<file path="src/rtl/pq_pkg.sv">
// Shared types and constants for the priority-queue event scheduler and its PQ device.
package pq_pkg;

    localparam int KW          = 8;
    localparam int VW          = 8;
    localparam int PQ_CAPACITY = 4;

    // All-ones key marks an empty or invalid timestamp; now saturates one below it.
    localparam logic [KW-1:0] KEYINF  = '1;
    localparam logic [KW-1:0] NOW_MAX = KEYINF - 1'b1;

    typedef struct packed {
        logic [KW-1:0] key;
        logic [VW-1:0] value;
    } kv_t;

    typedef enum logic [2:0] {
        S_IDLE,
        S_PUSH,
        S_POP,
        S_SETTLE,
        S_FLUSH
    } sched_state_t;

endpackage

</file>
<file path="src/rtl/pq_int.sv">
// Push/pop interface between a priority-queue client and a priority-queue device.
interface pq_int;
    import pq_pkg::*;

    logic push;
    logic pop;
    kv_t  idata;
    kv_t  odata;
    logic full;
    logic empty;

    modport pq_client (output push, output pop, output idata,
                       input odata, input full, input empty);
    modport pq_dev    (input push, input pop, input idata,
                       output odata, output full, output empty);
endinterface

</file>
<file path="src/rtl/pq_tick_ctr.sv">
// Time base: a TICK_DIV prescaler feeding a saturating "now" counter.
module pq_tick_ctr
    import pq_pkg::*;
#(
    parameter int TICK_DIV = 1
) (
    input  logic          clk,
    input  logic          rst,
    input  logic          tick_en,
    output logic [KW-1:0] now
);
    localparam int            DW       = (TICK_DIV > 1) ? $clog2(TICK_DIV) : 1;
    localparam logic [DW-1:0] DIV_LAST = DW'(TICK_DIV - 1);

    logic [DW-1:0] div_q;
    logic [DW-1:0] div_d;
    logic [KW-1:0] now_q;
    logic [KW-1:0] now_d;
    logic          tick;

    // Prescaler wraps every TICK_DIV enabled cycles; now stops one below KEYINF.
    always_comb begin
        div_d = div_q;
        now_d = now_q;
        tick  = 1'b0;
        if (tick_en) begin
            if (div_q == DIV_LAST) begin
                div_d = '0;
                tick  = 1'b1;
            end else begin
                div_d = div_q + 1'b1;
            end
        end
        if (tick && (now_q != NOW_MAX)) begin
            now_d = now_q + 1'b1;
        end
    end

    // Prescaler and time registers.
    always_ff @(posedge clk or posedge rst) begin
        if (rst) begin
            div_q <= '0;
            now_q <= '0;
        end else begin
            div_q <= div_d;
            now_q <= now_d;
        end
    end

    assign now = now_q;

endmodule

</file>
<file path="src/rtl/pq_event_sched.sv">
// Event scheduler: pushes timestamped events into the attached PQ, pops the head once it
// is due and presents it on a one-entry output slot. Every PQ op is followed by a settle
// cycle so the device's registered head/empty/full are current when next examined.
module pq_event_sched
    import pq_pkg::*;
#(
    parameter int TICK_DIV = 1
) (
    input  logic          clk,
    input  logic          rst,
    input  logic          in_valid,
    output logic          in_ready,
    input  logic [KW-1:0] in_key,
    input  logic [VW-1:0] in_value,
    output logic          out_valid,
    input  logic          out_ready,
    output logic [KW-1:0] out_key,
    output logic [VW-1:0] out_value,
    input  logic          tick_en,
    output logic [KW-1:0] now,
    input  logic          flush,
    output logic          busy,
    output logic          err_key,
    pq_int.pq_client      pi
);
    sched_state_t  state_q, state_d;
    logic          rr_q, rr_d;
    logic          flush_pend_q, flush_pend_d;
    logic          flush_ph_q, flush_ph_d;
    logic          err_key_q, err_key_d;
    logic          out_valid_q, out_valid_d;
    logic [KW-1:0] out_key_q, out_key_d;
    logic [VW-1:0] out_value_q, out_value_d;
    logic [KW-1:0] now_w;
    logic          slot_free;
    logic          due;
    logic          want_push;
    logic          push;
    logic          pop;

    pq_tick_ctr #(.TICK_DIV(TICK_DIV)) u_tick (
        .clk     (clk),
        .rst     (rst),
        .tick_en (tick_en),
        .now     (now_w)
    );

    assign slot_free = !out_valid_q || out_ready;
    assign due       = !pi.empty && (pi.odata.key <= now_w) && slot_free;
    assign want_push = in_valid && !pi.full;

    // Scheduler FSM: choose one PQ op per visit to S_IDLE, drain the queue on flush.
    always_comb begin
        state_d    = state_q;
        rr_d       = rr_q;
        flush_ph_d = flush_ph_q;
        err_key_d  = err_key_q;
        in_ready   = 1'b0;
        push       = 1'b0;
        pop        = 1'b0;
        case (state_q)
            S_IDLE: begin
                if (flush_pend_q) begin
                    state_d    = S_FLUSH;
                    flush_ph_d = 1'b0;
                end else if (due && want_push) begin
                    state_d = rr_q ? S_PUSH : S_POP;
                    rr_d    = !rr_q;
                end else if (due) begin
                    state_d = S_POP;
                end else if (want_push) begin
                    state_d = S_PUSH;
                end
            end
            S_PUSH: begin
                in_ready = in_valid && !pi.full;
                if (in_ready) begin
                    if (in_key == KEYINF) begin
                        err_key_d = 1'b1;
                    end else begin
                        push = 1'b1;
                    end
                end
                state_d = S_SETTLE;
            end
            S_POP: begin
                pop     = 1'b1;
                state_d = S_SETTLE;
            end
            S_SETTLE: begin
                state_d = S_IDLE;
            end
            S_FLUSH: begin
                if (!flush_ph_q) begin
                    if (pi.empty) begin
                        state_d = S_IDLE;
                    end else begin
                        pop        = 1'b1;
                        flush_ph_d = 1'b1;
                    end
                end else begin
                    flush_ph_d = 1'b0;
                    if (pi.empty) begin
                        state_d = S_IDLE;
                    end
                end
            end
            default: begin
                state_d = S_IDLE;
            end
        endcase
    end

    // Flush request latch: captured in any state except while already flushing.
    always_comb begin
        flush_pend_d = flush_pend_q;
        if (flush && (state_q != S_FLUSH)) begin
            flush_pend_d = 1'b1;
        end
        if ((state_q == S_IDLE) && flush_pend_q) begin
            flush_pend_d = 1'b0;
        end
    end

    // Output slot: loads the head on a scheduled pop, otherwise clears on handshake.
    always_comb begin
        out_valid_d = out_valid_q;
        out_key_d   = out_key_q;
        out_value_d = out_value_q;
        if (state_q == S_POP) begin
            out_valid_d = 1'b1;
            out_key_d   = pi.odata.key;
            out_value_d = pi.odata.value;
        end else if (out_valid_q && out_ready) begin
            out_valid_d = 1'b0;
        end
    end

    // State, arbitration and output registers.
    always_ff @(posedge clk or posedge rst) begin
        if (rst) begin
            state_q      <= S_IDLE;
            rr_q         <= 1'b0;
            flush_pend_q <= 1'b0;
            flush_ph_q   <= 1'b0;
            err_key_q    <= 1'b0;
            out_valid_q  <= 1'b0;
            out_key_q    <= '0;
            out_value_q  <= '0;
        end else begin
            state_q      <= state_d;
            rr_q         <= rr_d;
            flush_pend_q <= flush_pend_d;
            flush_ph_q   <= flush_ph_d;
            err_key_q    <= err_key_d;
            out_valid_q  <= out_valid_d;
            out_key_q    <= out_key_d;
            out_value_q  <= out_value_d;
        end
    end

    assign pi.push   = push;
    assign pi.pop    = pop;
    assign pi.idata  = {in_key, in_value};
    assign out_valid = out_valid_q;
    assign out_key   = out_key_q;
    assign out_value = out_value_q;
    assign now       = now_w;
    assign busy      = (state_q == S_FLUSH);
    assign err_key   = err_key_q;

endmodule
</file>
<file path="src/flat_wrapper.sv">
// flat-port wrapper written by rule: the top's interface ports become plain ports
module pq_event_sched_flat import pq_pkg::*;
#(
    parameter int TICK_DIV = 1
)
  (clk, rst, in_valid, in_ready, in_key, in_value, out_valid, out_ready, out_key, out_value, tick_en, now, flush, busy, err_key, pi_push, pi_pop, pi_idata, pi_odata, pi_full, pi_empty);
  pq_int pi_i ();
  input  logic clk;
  input  logic rst;
  input  logic in_valid;
  output logic in_ready;
  input  logic [KW-1:0] in_key;
  input  logic [VW-1:0] in_value;
  output logic out_valid;
  input  logic out_ready;
  output logic [KW-1:0] out_key;
  output logic [VW-1:0] out_value;
  input  logic tick_en;
  output logic [KW-1:0] now;
  input  logic flush;
  output logic busy;
  output logic err_key;
  output wire logic [$bits(pi_i.push)-1:0] pi_push;
  output wire logic [$bits(pi_i.pop)-1:0] pi_pop;
  output wire logic [$bits(pi_i.idata)-1:0] pi_idata;
  input wire logic [$bits(pi_i.odata)-1:0] pi_odata;
  input wire logic [$bits(pi_i.full)-1:0] pi_full;
  input wire logic [$bits(pi_i.empty)-1:0] pi_empty;
  assign pi_push = pi_i.push;
  assign pi_pop = pi_i.pop;
  assign pi_idata = pi_i.idata;
  assign pi_i.odata = pi_odata;
  assign pi_i.full = pi_full;
  assign pi_i.empty = pi_empty;
  pq_event_sched #(.TICK_DIV(TICK_DIV)) u_core (.clk(clk), .rst(rst), .in_valid(in_valid), .in_ready(in_ready), .in_key(in_key), .in_value(in_value), .out_valid(out_valid), .out_ready(out_ready), .out_key(out_key), .out_value(out_value), .tick_en(tick_en), .now(now), .flush(flush), .busy(busy), .err_key(err_key), .pi(pi_i));
endmodule
</file>
<file path="config.mk">
export PLATFORM = sky130hd
export DESIGN_NAME = pq_event_sched_flat
export DESIGN_NICKNAME = d
export VERILOG_FILES = /design/src/rtl/pq_pkg.sv /design/src/rtl/pq_int.sv /design/src/rtl/pq_tick_ctr.sv /design/src/rtl/pq_event_sched.sv /design/src/flat_wrapper.sv
export SDC_FILE = /design/constraint.sdc
export NUM_CORES = 1
export LEC_CHECK = 0
export BUFFER_PORTS_ARGS = -buffer_cell sky130_fd_sc_hd__buf_2
export CAP_MARGIN = 20
export CORE_UTILIZATION = 40
export DETAILED_ROUTE_END_ITERATION = 16
export PLACE_DENSITY_LB_ADDON = 0.25
export SYNTH_ARGS = -nofsm -noshare
export SYNTH_HDL_FRONTEND = slang
export SYNTH_SLANG_ARGS = --single-unit
</file>
<file path="constraint.sdc">
create_clock -name clk -period 2.9 [get_ports clk]
set_input_delay 0.145 -clock clk [delete_from_list [all_inputs] [get_ports clk]]
set_output_delay 0.145 -clock clk [all_outputs]
set_load 0.01 [all_outputs]
</file>
Word level (Yosys, flattened, before mapping) --
Index checks and enable logic that the tools add are counted. W data, S select, Z words.
Storage, ports and cells: register bits after elaboration 33, input bits 40, output and inout port bits 46, logic and storage cells 68
Operators by class: add/sub/neg operators 2, magnitude comparators 1, equality and inequality tests 9, muxes and demuxes 23, bitwise logic cells 1, reduce and logical (&&, ||, !) cells 22
Operators with widths (number):
- $mux W3 | 5
- $mux W1 | 14
- $pmux W3 S3 | 1
- $add A8 B1 Y8 const B | 1
- $eq A8 B8 Y1 const B | 1
- $le A8 B8 Y1 | 1
- $logic_and A1 B1 Y1 | 8
- $ne A8 B8 Y1 const B | 1
- $reduce_and A3 Y1 | 2
- $reduce_bool A2 Y1 | 3
- $ne A5 B1 Y1 const B | 1
- $logic_not A1 Y1 | 4
- $ne A2 B1 Y1 const B | 2
- $pmux W1 S2 | 2
- $reduce_and A2 Y1 | 2
- $eq A3 B1 Y1 const B | 1
- $eq A3 B2 Y1 const B | 1
- $eq A3 B3 Y1 const B | 1
- $logic_not A3 Y1 | 1
- $ne A3 B3 Y1 const B | 1
- $mux W2 | 1
- $reduce_or A2 Y1 | 1
- $add A1 B1 Y1 const B | 1
- $logic_or A1 B1 Y1 | 1
- $not A1 Y1 | 1

Depth between registers and ports, before layout --
Gate-level depths: netlist of run 1.
depth in word-level cells 7, depth in mapped cells 7, gate-level depth less buffers 7

By module --
A second synthesis of run 1 with hierarchy kept.
Unflattened totals: cells, all modules 162, area total of the unflattened synthesis 1767.9 um^2
Modules (own cells, without submodules):
- pq_event_sched | instances 1, cells an instance 123, area each 1345.0 um^2, sequential area each 600.6 um^2
- pq_tick_ctr | instances 1, cells an instance 39, area each 422.9 um^2, sequential area each 200.2 um^2

Worst setup path after synthesis of run 1 --
Ideal clock, no wire load.
kind reg-to-reg, start point register u_core.u_tick.now_q[5], in the netlist u_core.u_tick.now[5], end point register u_core.rr_q, setup time 0.128 ns, arrival 1.517 ns, required time 2.772 ns, setup slack 1.255 ns, stages on the path, launching flop included 8, buffers on the path 0, period minus slack after synthesis 1.645 ns, path through dfrtp_1 -> inv_1 -> ha_1 -> nand4_1 -> o21ai_0 -> o21ai_0 -> nor3_2 -> xor2_1
Between the ends: word-level cells in the longest chain between the ends 5
RTL lines:
- start, declared | line pq_tick_ctr.sv:17 | logic [KW-1:0] now_q;
- start signal, assigned | line pq_tick_ctr.sv:46 | now_q <= now_d;
- $le A8 B8 Y1 | line pq_event_sched.sv:49 | assign due = !pi.empty && (pi.odata.key <= now_w) && slot_free;
- $logic_and A1 B1 Y1 (2 in a row) | line pq_event_sched.sv:49
- $logic_and A1 B1 Y1 | line pq_event_sched.sv:66 | end else if (due && want_push) begin
- $reduce_and A3 Y1 (no source line)
- end signal, assigned | line pq_event_sched.sv:152 | rr_q <= rr_d;
- end, declared | line pq_event_sched.sv:27 | logic rr_q, rr_d;
No other way between the ends. A chain may end at the register's enable or synchronous reset.

Final worst setup path of run 1 --
start point register u_core.state_q[2], end point output port pi_pop
Between the ends: word-level cells in the longest chain between the ends 2, elaborated cells on any way between the ends 3, classes of those cells 2 x eq/ne; 1 x mux
RTL lines:
- start, declared | line pq_event_sched.sv:26 | sched_state_t state_q, state_d;
- start signal, assigned | line pq_event_sched.sv:151 | state_q <= state_d;
- $eq A3 B3 Y1 or $eq A3 B2 Y1 (tied branches) | line pq_event_sched.sv:61 | case (state_q)
- $pmux W1 S2 (*) | line pq_event_sched.sv:61
- end, declared | line flat_wrapper.sv:24 | output wire logic [$bits(pi_i.pop)-1:0] pi_pop;
Every way passes the cells marked *; elsewhere a longest branch is shown, timed or not.

==> results.txt, run 1 <==
----------------------------------------------------
[STA]
  Number of hold violations in the final report ... 0
  Share of the clock period used by the worst path after layout ... 0.638
  Remaining max-slew budget at the tightest pin ... 0.596
  Final critical-path required period ... 1.85 ns
  Unrepaired setup endpoints after global routing ... no
  Setup TNS Final ... 0 ns
  Max Slew Vio Count ... 0
  Maximum operating frequency ... 540 MHz
  Slew at the pin closest to its max-slew limit ... 0.604 ns
  Worst Clk Skew ... 0.00479 ns
  Worst Hold Slack ... 0.0883 ns
  Final setup violation count ... 0

[Logic synthesis]
  Netlist area before placement ... 0.00180 sq mm
  Synth Area in Simple Gates ... 0.128
  Share of async-settable or async-resettable flops after synthesis ... 1.00
  Mean instance size in the synthesized netlist ... 11.7 sq um
  Synthesized-area fraction occupied by ao, oa, aoi and oai cells ... 0.0836
  Cell type with the largest total area after synthesis ... sky130_fd_sc_hd__dfrtp_1
  Seq cells post-synth ... 32
  XOR/XNOR share of the synthesized area ... 0.0390
  Commonest register cell after synthesis ... sky130_fd_sc_hd__dfrtp_1
  Synthesized Nets ... 204
  Fraction of the yosys area taken by sequential cells ... 0.446
  Leading cell types by total area after synthesis ... sky130_fd_sc_hd__dfrtp_1 45%, sky130_fd_sc_hd__mux2_4 7.5%, sky130_fd_sc_hd__buf_4 7.1%, sky130_fd_sc_hd__ha_1 7.0%, sky130_fd_sc_hd__mux2_2 4.4%
  Syn Inst Count ... 154
  Post-synth cell types ... 39
  Mux cell area share after synthesis ... 0.125
  Share of the synthesized area in the top cell type ... 0.446
  Number of enable flip-flop cells after synthesis ... 0
  Count of warnings emitted by yosys ... 0
  Combinational family with the most area after synthesis ... simple AND/OR/NAND/NOR gates
  Post-synthesis share of cell area spent on full adders, half adders and majority gates ... 0.0697

[Detailed routing]
  Wire per inst ... 12.9 microns
  Count of unresolved DRC violations after routing ... 0
  Final Routed Wirelength ... 3420 microns
  First-iteration detailed-routing DRC count ... 104
  Iteration count of the initial detailed-routing pass ... 4
  Average via count per standard cell ... 4.85
  Routed vias ... 1,281
  Routed Antenna Nets ... 0

[Layout]
  Antenna Diode Count ... 0
  Layout cell share with drive strength beyond 1 ... 0.481
  Post-route core utilization ... 0.519
  Finished Cell Area ... 0.00215 sq mm
  Area added between synthesis and finish ... 19.8%
  Fin nets ... 264

[Floorplanning]
  Area inside the core boundary ... 0.00414 sq mm
  Floorplan die area ... 0.00476 sq mm
  Effective utilization at floorplan ... 0.433
  Number of primary I/O pins ... 86
  Vert. Die Dim ... 69.0 microns
  Number of rows in the core area ... 23
  Floorplan die width ... 69.0 microns

[Setup path]
  Count of buffer and inverter cells on the critical path ... 2
  Signal arrival time at the worst endpoint ... 1.71 ns
  Standard cell with the maximum stage delay on the critical path ... sky130_fd_sc_hd__dfrtp_1
  Sort of element at the end of the critical path ... output pin
  Family with the most delay on the worst path ... flip-flops
  Worst Path Max Fanout ... 9
  Startpoint type of the worst setup path ... flip-flop
  Required time at the worst-slack endpoint ... 2.76 ns
  Largest stage delay on the critical path ... 0.53 ns
  Path type of the worst setup path ... reg2out
  Cell-by-cell listing of the critical path ... inv_2 -> or4_1 -> a21oi_1 -> buf_2

[CTS]
  Worst skew pair latency ... 0.28 ns
  Count of buffers added by post-CTS timing repair for setup ... 0
  CTS tree ... yes
  CTS clock-pin slew for the worst setup and hold paths ... 0.06 ns
  Cts bufs inserted ... 5
  CTS Hold Bufs ... 1
  Clk root buf ... sky130_fd_sc_hd__clkbuf_8
  Number of resized instances in the post-cts repair step ... 0
  Longest Clk Path Bufs ... 2
  Number of levels in the clock H-tree ... 2
  Clock sink count ... 32

[Power]
  Total power per unit cell area ... 1020 mW/mm^2
  Maximum resistive drop on vdd ... 0.000418 V
  Leakage power ... 1.11 nW
  Total power draw ... 2.19 mW

[Placed design]
  Placed cell area ... 0.00206 sq mm
  Half-perimeter wire length after detailed placement ... 2600 microns
  I/O Buffers ... 69
  Routability cong. ... 0.690

[Global routing]
  Number of global-route vias before repair ... 1,144
  Global Route Usage Sum ... 0.154
  Pin count of the biggest net entering global routing ... 33
  Antenna violations before repair ... 0
  Wire length of the first global-routing pass ... 5160 microns
  Total gr overflow ... 0

[Job]
  Max-cap violation count ... 0

[Worst hold path]
  Min-Delay Path Class ... in2reg

[Outcome]
  Outcome ... complete, no violations

----------------------------------------------------
-- final cells by class --
class	count	area [sq um]
fill	391	1990
sequential	32	801
multi-input combinational	91	798
timing repair buffer	71	363
clock buffer	6	72.6
tap	50	62.6
inverter	13	48.8
clock inverter	1	5.00
-- cell usage after synthesis, types with 2 or more instances --
master                    instances
sky130_fd_sc_hd__a21o_1           3
sky130_fd_sc_hd__nor2b_1          2
sky130_fd_sc_hd__mux2_2           7
sky130_fd_sc_hd__a21oi_1          7
sky130_fd_sc_hd__inv_1           12
sky130_fd_sc_hd__nand2_2          2
sky130_fd_sc_hd__ha_1            10
sky130_fd_sc_hd__o21ai_0          4
sky130_fd_sc_hd__nand2_1          6
sky130_fd_sc_hd__nand3_1          2
sky130_fd_sc_hd__nor2_1           6
sky130_fd_sc_hd__buf_4           17
sky130_fd_sc_hd__mux2_4           9
sky130_fd_sc_hd__xnor2_1          7
sky130_fd_sc_hd__nand4_1          5
sky130_fd_sc_hd__dfrtp_1         32
-- layer usage --
layer	track usage	routed length, microns	up-vias	share of wire
met5	0	0	-	0
met4	0.0765	76	0	0.022
met3	0.0691	278	10	0.081
met2	0.222	1480	46	0.43
met1	0.192	1580	586	0.46
li1	-	-	639	-
-- cell families (layout without fill, tap and decap cells) --
family	Yosys count	count (layout)
flops	32	32
xor+xnor	8	8
compound gates	22	22
fa+ha+maj	10	10
mux	17	17
simple gates	34	34
buf+inv	31	91
-- layout by cell type, fill, tap and decap left out, types with 4 or more instances in the layout --
cell type | synthesis | layout
sky130_fd_sc_hd__nand2_1 | 6 | 6
sky130_fd_sc_hd__mux2_4 | 9 | 9
sky130_fd_sc_hd__o21ai_0 | 4 | 4
sky130_fd_sc_hd__xnor2_1 | 7 | 7
sky130_fd_sc_hd__a21oi_1 | 7 | 7
sky130_fd_sc_hd__ha_1 | 10 | 10
sky130_fd_sc_hd__dfrtp_1 | 32 | 32
sky130_fd_sc_hd__nand4_1 | 5 | 5
sky130_fd_sc_hd__nor2_1 | 6 | 6
sky130_fd_sc_hd__inv_1 | 12 | 12
sky130_fd_sc_hd__clkbuf_8 | 0 | 5
sky130_fd_sc_hd__mux2_2 | 7 | 7
sky130_fd_sc_hd__buf_2 | 0 | 69
-- power by group --
group          leakage, nW  internal, mW  total [mW]  switching [mW]
Clock               0.0410         0.163       0.315           0.152
Combinational        0.689         0.527        1.01           0.487
Sequential           0.380         0.666       0.865           0.199
Total                 1.11          1.36        2.19           0.838
-- stage by stage --
step / setup WS, ns / instances
after global placement: 1.17 / 256
after global routing: 0.944 / 264
after CTS: 1.03 / 264
after floorplan: 1.26 / 154
after detailed placement: 1.14 / 256
final: 1.05 / 264
-- flip-flops by register name (all words and copies together) (netlist names) --
name / cells
u_core.out_key: 8
u_core.out_value: 8
u_core.u_tick.now: 8
u_core.state_q: 3
u_core.err_key: 1
u_core.flush_pend_q: 1
u_core.flush_ph_q: 1
u_core.out_valid: 1
u_core.rr_q: 1
-- path summary, 6_finish.rpt --
kind | slack [ns] | cells past startpoint | to | start
worst min register to register | 0.45 | 1 | u_core.err_key | u_core.err_key
worst min-delay path | 0.09 | 2 | u_core.state_q[2] | pi_empty
min in group asynchronous | 0.48 | 4 | u_core.out_value[3] | rst
max in group asynchronous | 2.13 | 4 | u_core.err_key | rst
worst max register to register | 1.16 | 7 | u_core.rr_q | u_core.u_tick.now[5]
worst max-delay path | 1.05 | 4 | pi_pop | u_core.state_q[2]
No activity file was read; power rests on OpenSTA's default activity.
==> inputs of run 2 (changes only) <==
==> constraint.sdc (replaced) <==
create_clock -name clk -period 1.6 [get_ports clk]
set_input_delay 0.08 -clock clk [delete_from_list [all_inputs] [get_ports clk]]
set_output_delay 0.08 -clock clk [all_outputs]
set_load 0.01 [all_outputs]
==> run 2 against run 1 <==
Effect of this change: sequential share of layout area decreased by 3.1 points; count of clock-buffer cells in the layout unchanged; utilization increased by 5.0 points; global-route usage increased by 0.68 points; total power increased by 100%; hold slack got worse by 0.053 ns; register-to-register slack got worse by 1.1 ns; die area unchanged; clock skew about the same; wire length increased by 8.3%; highest routed layer unchanged.
==> results.txt, run 2 (synthesis gave the netlist of run 1 again) <==
----------------------------------------------------
[CTS]
  Clk root buf ... sky130_fd_sc_hd__clkbuf_8
  Longest Clk Path Bufs ... 2
  Worst skew pair latency ... 0.28 ns
  CTS tree ... yes
  Clock sink count ... 32
  Number of levels in the clock H-tree ... 2
  CTS clock-pin slew for the worst setup and hold paths ... 0.06 ns
  Cts bufs inserted ... 5

[STA]
  Worst Hold Slack ... 0.0353 ns
  Maximum operating frequency ... 645 MHz
  Unrepaired setup endpoints after global routing ... yes
  Share of the clock period used by the worst path after layout ... 0.969
  Final critical-path required period ... 1.55 ns
  Worst Clk Skew ... 0.00485 ns
  Number of hold violations in the final report ... 0
  Remaining max-slew budget at the tightest pin ... 0.732
  Slew at the pin closest to its max-slew limit ... 0.402 ns
  Final setup violation count ... 0
  Max Slew Vio Count ... 0

[Detailed routing]
  Detail Route met3 WL ... 211 microns
  Final Routed Wirelength ... 3700 microns
  First-iteration detailed-routing DRC count ... 41
  Highest metal layer with signal wires ... met4
  Wire per inst ... 13.3 microns
  Routed vias ... 1,363
  Iteration count of the initial detailed-routing pass ... 4
  Routed Antenna Nets ... 0
  Detailed route wirelength on metal2 ... 1740 microns
  Count of unresolved DRC violations after routing ... 0
  Average via count per standard cell ... 4.90
  M1 WL ... 1690 microns

[Setup path]
  Startpoint type of the worst setup path ... flip-flop
  Cell-by-cell listing of the critical path ... inv_1 -> ha_4 -> a211oi_1 -> a21oi_2 -> nor3_2 -> xor2_1
  Signal arrival time at the worst endpoint ... 1.75 ns
  Setup slack of the worst register-to-register path ... 0.05 ns
  Critical R2R Launch ... u_core.u_tick.now[3]
  Largest stage delay on the critical path ... 0.37 ns
  Path type of the worst setup path ... reg2reg
  Worst Path Max Fanout ... 3
  Cell count of the worst reg-to-reg path ... 6
  Worst reg2reg path endpoint ... u_core.rr_q
  Sort of element at the end of the critical path ... flip-flop
  Standard cell with the maximum stage delay on the critical path ... sky130_fd_sc_hd__dfrtp_1
  Required time at the worst-slack endpoint ... 1.80 ns

[Layout]
  Reg area ... 805 sq um
  Finished Cell Area ... 0.00236 sq mm
  Filler instances ... 356
  Area added between synthesis and finish ... 31.2%
  Layout cell share with drive strength beyond 1 ... 0.579
  Leading cell types in the layout, fill and taps excluded ... 69 x sky130_fd_sc_hd__buf_2, 29 x sky130_fd_sc_hd__dfrtp_1, 13 x sky130_fd_sc_hd__buf_4
  Most common cell after layout, fill and taps aside ... sky130_fd_sc_hd__buf_2
  Combined area of the multi-input logic cells ... 875 sq um
  Antenna Diode Count ... 0
  Fin nets ... 277

[Floorplanning]
  Vert. Die Dim ... 69.0 microns
  Number of primary I/O pins ... 86
  Area inside the core boundary ... 0.00414 sq mm
  Floorplan die width ... 69.0 microns
  Floorplan die area ... 0.00476 sq mm
  Number of rows in the core area ... 23
  Effective utilization at floorplan ... 0.433

[Worst hold path]
  Hold worst-path end ... u_core.out_value[7]
  Hold Crit Start ... pi_odata[7]
  Min-Delay Path Class ... in2reg
  Cell depth of the worst min-delay path ... 2

[Power]
  Total power draw ... 4.45 mW
  Leakage power ... 1.18 nW
  Total power per unit cell area ... 1890 mW/mm^2
  Maximum resistive drop on vdd ... 0.000770 V

[Global routing]
  Pin count of the biggest net entering global routing ... 33
  Antenna violations before repair ... 0
  Wire length of the first global-routing pass ... 5520 microns
  Total gr overflow ... 0
  Number of global-route vias before repair ... 1,217
  Global Route Usage Sum ... 0.161

[Placed design]
  I/O Buffers ... 69
  Half-perimeter wire length after detailed placement ... 2790 microns
  Placed cell area ... 0.00215 sq mm
  Routability cong. ... 0.739

[Outcome]
  Outcome ... complete, no violations

[Job]
  Max-cap violation count ... 0

----------------------------------------------------
## run 2: worst max-delay path, delay by kind of cell (launching register included)
family	cells	cell delay (ns)
AOI/OAI and AO/OA	2	0.40
DFF	1	0.37
adders and majority gates	1	0.22
and+or+nand+nor	1	0.22
xor gates and xnor gates	1	0.15
buffers and inverters	1	0.12
## run 2: per-stage QoR
stage | TNS [ns] | worst slack [ns] | std cells | utilization
3_3_place_gp | 0 | 0.0849 | 266 | 0.519
6_report | 0 | 0.0498 | 278 | 0.569
2_1_floorplan | 0 | 0.00615 | 154 | -
4_1_cts | 0 | 0.00451 | 276 | 0.548
3_5_place_dp | 0 | 0.00983 | 266 | 0.519
5_1_grt | -0.0774 | -0.0689 | 278 | 0.569
## run 2: area by class of cell
type / count / share of cell area
Clock inverter: 2 / 0.00425
Multi-Input combinational cell: 91 / 0.371
Tap cell: 50 / 0.0266
Sequential cell: 32 / 0.341
Inverter: 13 / 0.0207
Clock buffer: 6 / 0.0351
Timing Repair Buffer: 84 / 0.201
## run 2: worst max-delay path by stage
stage	to	start	slack [ns]
after detailed placement	u_core.rr_q	u_core.u_tick.now[5]	0.01
after CTS	u_core.rr_q	u_core.u_tick.now[5]	0.005
after global routing	u_core.rr_q	u_core.u_tick.now[3]	-0.07
final	u_core.rr_q	u_core.u_tick.now[3]	0.05
after global placement	u_core.rr_q	u_core.u_tick.now[1]	0.08
after floorplan	u_core.rr_q	u_core.u_tick.now[1]	0.006
## run 2: power by group
| group | internal, mW | switching (mW) | leakage, nW |
|---|---|---|---|
| combinational | 1.23 | 1.11 | 0.750 |
| clock | 0.343 | 0.289 | 0.0510 |
| sequential | 1.21 | 0.258 | 0.377 |
| total | 2.79 | 1.66 | 1.18 |
## run 2: timing repair
item	in CTS	in global routing
endpoints found under the hold margin	32	0
hold buffers	1	0
buffers inserted	1	2
setup endpoints to repair	2	5
pin swaps	0	6
gates resized for setup	2	12
## run 2: per-layer routing
metal | track usage | vias to the layer above
met1 | 0.207 | 631
met2 | 0.252 | 50
met5 | 0 | -
met3 | 0.0411 | 8
li1 | - | 674
met4 | 0.0689 | 0
==> inputs of run 3 (changes only) <==
--- a/config.mk
+++ b/config.mk
@@ -5,10 +5,12 @@
 export SDC_FILE = /design/constraint.sdc
 export NUM_CORES = 1
 export LEC_CHECK = 0
+export ABC_AREA = 1
 export BUFFER_PORTS_ARGS = -buffer_cell sky130_fd_sc_hd__buf_2
 export CAP_MARGIN = 20
 export CORE_UTILIZATION = 40
 export DETAILED_ROUTE_END_ITERATION = 16
+export HOLD_SLACK_MARGIN = 0.15
 export PLACE_DENSITY_LB_ADDON = 0.25
 export SYNTH_ARGS = -nofsm -noshare
 export SYNTH_HDL_FRONTEND = slang
==> run 3 against run 2 <==
Effect of this change: total power decreased by 9.8%; count of clock-buffer cells in the layout increased by 1; die area decreased by 2.2%; sequential power decreased by 4%; clock skew decreased by 0.00075 ns; via count increased by 6.2%; highest routed layer unchanged.
==> results.txt, run 3 <==
----------------------------------------------------
[Layout]
  Most common cell after layout, fill and taps aside ... sky130_fd_sc_hd__buf_2
  Filler instances ... 367
  Layout cell share with drive strength beyond 1 ... 0.429
  Fin nets ... 325
  Antenna Diode Count ... 0
  Leading cell types in the layout, fill and taps excluded ... 69 x sky130_fd_sc_hd__buf_2, 32 x sky130_fd_sc_hd__nand2_1, 32 x sky130_fd_sc_hd__dfrtp_1
  Area added between synthesis and finish ... 41.0%
  Non-filler instance count after layout ... 325

[STA]
  Max Slew Vio Count ... 0
  Worst Clk Skew ... 0.00410 ns
  Final setup violation count ... 0
  Maximum operating frequency ... 671 MHz
  Number of hold violations in the final report ... 0
  Final critical-path required period ... 1.49 ns
  Share of the clock period used by the worst path after layout ... 0.932
  Setup slack after layout ... 0.109 ns
  Slew at the pin closest to its max-slew limit ... 0.332 ns
  Remaining max-slew budget at the tightest pin ... 0.777

[Setup path]
  Standard cell with the maximum stage delay on the critical path ... sky130_fd_sc_hd__dlygate4sd3_1
  Worst Path Max Fanout ... 3
  Family with the most delay on the worst path ... buffers and inverters
  Most repeated library cell on the critical path ... sky130_fd_sc_hd__nand2_1
  Signal arrival time at the worst endpoint ... 1.65 ns
  Sort of element at the end of the critical path ... flip-flop
  Path type of the worst setup path ... in2reg
  Required time at the worst-slack endpoint ... 1.76 ns
  Cell-by-cell listing of the critical path ... dlygate4sd3_1 -> buf_2 -> ha_1 -> nand2_1 -> inv_1 -> nand2_1 -> nand2_1 -> nand2_1 -> nand2_1 -> nand2_2 -> nand3_1 -> xnor2_1
  Largest stage delay on the critical path ... 0.54 ns
  Count of buffer and inverter cells on the critical path ... 3
  Startpoint type of the worst setup path ... primary input

[Placed design]
  Routability cong. ... 0.755
  Half-perimeter wire length after detailed placement ... 2680 microns
  Setup Slack @ Placement ... 0.0692 ns
  Placed Cells ... 295
  I/O Buffers ... 69

[Floorplanning]
  Number of primary I/O pins ... 86
  Floorplan die width ... 68.2 microns
  Floorplan die area ... 0.00466 sq mm
  Area inside the core boundary ... 0.00412 sq mm
  Effective utilization at floorplan ... 0.427
  Number of rows in the core area ... 23
  Vert. Die Dim ... 68.2 microns

[Logic synthesis]
  Commonest register cell after synthesis ... sky130_fd_sc_hd__dfrtp_1
  Mean instance size in the synthesized netlist ... 9.39 sq um
  Post-synth cell types ... 24
  Top post-synthesis cells by count ... 33 x sky130_fd_sc_hd__nand2_1, 32 x sky130_fd_sc_hd__dfrtp_1, 29 x sky130_fd_sc_hd__inv_1
  Syn Inst Count ... 187
  Fraction of the yosys area taken by sequential cells ... 0.456
  Cell type with the largest total area after synthesis ... sky130_fd_sc_hd__dfrtp_1
  Number of enable flip-flop cells after synthesis ... 0
  Most common cell in the synthesized netlist ... sky130_fd_sc_hd__nand2_1
  Share of the synthesized area in the top cell type ... 0.456
  Seq cells post-synth ... 32
  Share of async-settable or async-resettable flops after synthesis ... 1.00
  Netlist area before placement ... 0.00176 sq mm
  Leading cell types by total area after synthesis ... sky130_fd_sc_hd__dfrtp_1 46%, sky130_fd_sc_hd__mux2_2 9.6%, sky130_fd_sc_hd__ha_1 7.1%, sky130_fd_sc_hd__nand2_1 7.1%, sky130_fd_sc_hd__buf_4 6.8%
  Count of warnings emitted by yosys ... 0
  Synthesized Nets ... 237

[Detailed routing]
  Wire per inst ... 11.2 microns
  Count of unresolved DRC violations after routing ... 0
  Routed Antenna Nets ... 0
  First-iteration detailed-routing DRC count ... 20
  Average via count per standard cell ... 4.45
  Final Routed Wirelength ... 3650 microns
  Iteration count of the initial detailed-routing pass ... 4
  Routed vias ... 1,447

[Power]
  Total power per unit cell area ... 1620 mW/mm^2
  Total power draw ... 4.01 mW
  Maximum resistive drop on vdd ... 0.000873 V
  Leakage power ... 1.32 nW

[Global routing]
  Total gr overflow ... 0
  Wire length of the first global-routing pass ... 5510 microns
  Met1 Use GR ... 0.206
  Number of global-route vias before repair ... 1,277
  Global Route met2 Usage ... 0.266
  Pin count of the biggest net entering global routing ... 16
  Global Route Usage Sum ... 0.163
  Most used routing layer in global routing ... met2
  Antenna violations before repair ... 0
  Met3 layer usage reported by global route ... 0.0400

[CTS]
  Longest Clk Path Bufs ... 2
  Cts bufs inserted ... 5
  CTS clock-pin slew for the worst setup and hold paths ... 0.06 ns
  Clock sink count ... 32
  Number of levels in the clock H-tree ... 2
  CTS tree ... yes
  Clk root buf ... sky130_fd_sc_hd__clkbuf_8
  Worst skew pair latency ... 0.28 ns

[Job]
  Max-cap violation count ... 0

[Worst hold path]
  Min-Delay Path Class ... in2out

[Outcome]
  Outcome ... complete, no violations

----------------------------------------------------
run 3: where the power goes:
part / switching [mW] / leakage (nW) / internal (mW)
clock network: 0.275 / 0.0503 / 0.383
logic: 0.992 / 0.892 / 0.950
registers: 0.218 / 0.381 / 1.19
total: 1.49 / 1.32 / 2.53
run 3: worst paths after layout:
path / from / to / slack (ns) / depth (start not counted)
setup / recovery: pi_odata[10] / u_core.rr_q / 0.11 / 12
hold / removal: in_value[3] / pi_idata[3] / 0.16 / 0
setup reg to reg: u_core.u_tick.now[2] / u_core.rr_q / 0.13 / 11
hold reg to reg: u_core.err_key / u_core.err_key / 0.45 / 1
max in group asynchronous: rst / u_core.out_key[6] / 0.81 / 4
min in group asynchronous: rst / u_core.out_value[0] / 0.28 / 3
run 3: metal layers:
layer,wire length (microns),up-vias
met3,214,7
li1,-,746
met4,49,0
met2,1700,53
met5,0,-
met1,1690,641
run 3: area by class of cell:
cell class              count  area [sq um]  area share
clock buffers               7          96.3      0.0389
inverters                  31           116      0.0470
multi-input cells         106           763       0.308
flip-flops and latches     32           801       0.324
well taps                  50          62.6      0.0253
repair buffers             99           636       0.257
run 3: metrics by stage:
| step | hold WS, ns | instance area (sq um) | util | TNS [ns] |
|---|---|---|---|---|
| 2_1_floorplan | 0.196 | 1760 | - | 0 |
| 3_3_place_gp | 0.0307 | 2100 | 0.510 | 0 |
| 3_5_place_dp | 0.0346 | 2100 | 0.510 | 0 |
| 4_1_cts | 0.160 | 2400 | 0.584 | 0 |
| 5_1_grt | 0.160 | 2470 | 0.601 | -0.0108 |
| 6_report | 0.160 | 2470 | 0.601 | 0 |
run 3: timing repair:
action / 4_1_cts / 5_1_grt
gates resized for setup: 0 / 11
setup buffers: 0 / 2
setup endpoints to repair: 0 / 4
hold buffers: 21 / 0
endpoints found under the hold margin: 54 / 0
run 3: cells by family after synthesis:
kind of cell	count (synthesis)	share of synthesized area
xor gates and xnor gates	8	0.0399
buffers and inverters	49	0.140
and+or+nand+nor	61	0.158
adders and majority gates	10	0.0713
DFF	32	0.456
muxes	15	0.0962
AOI/OAI and AO/OA	12	0.0385
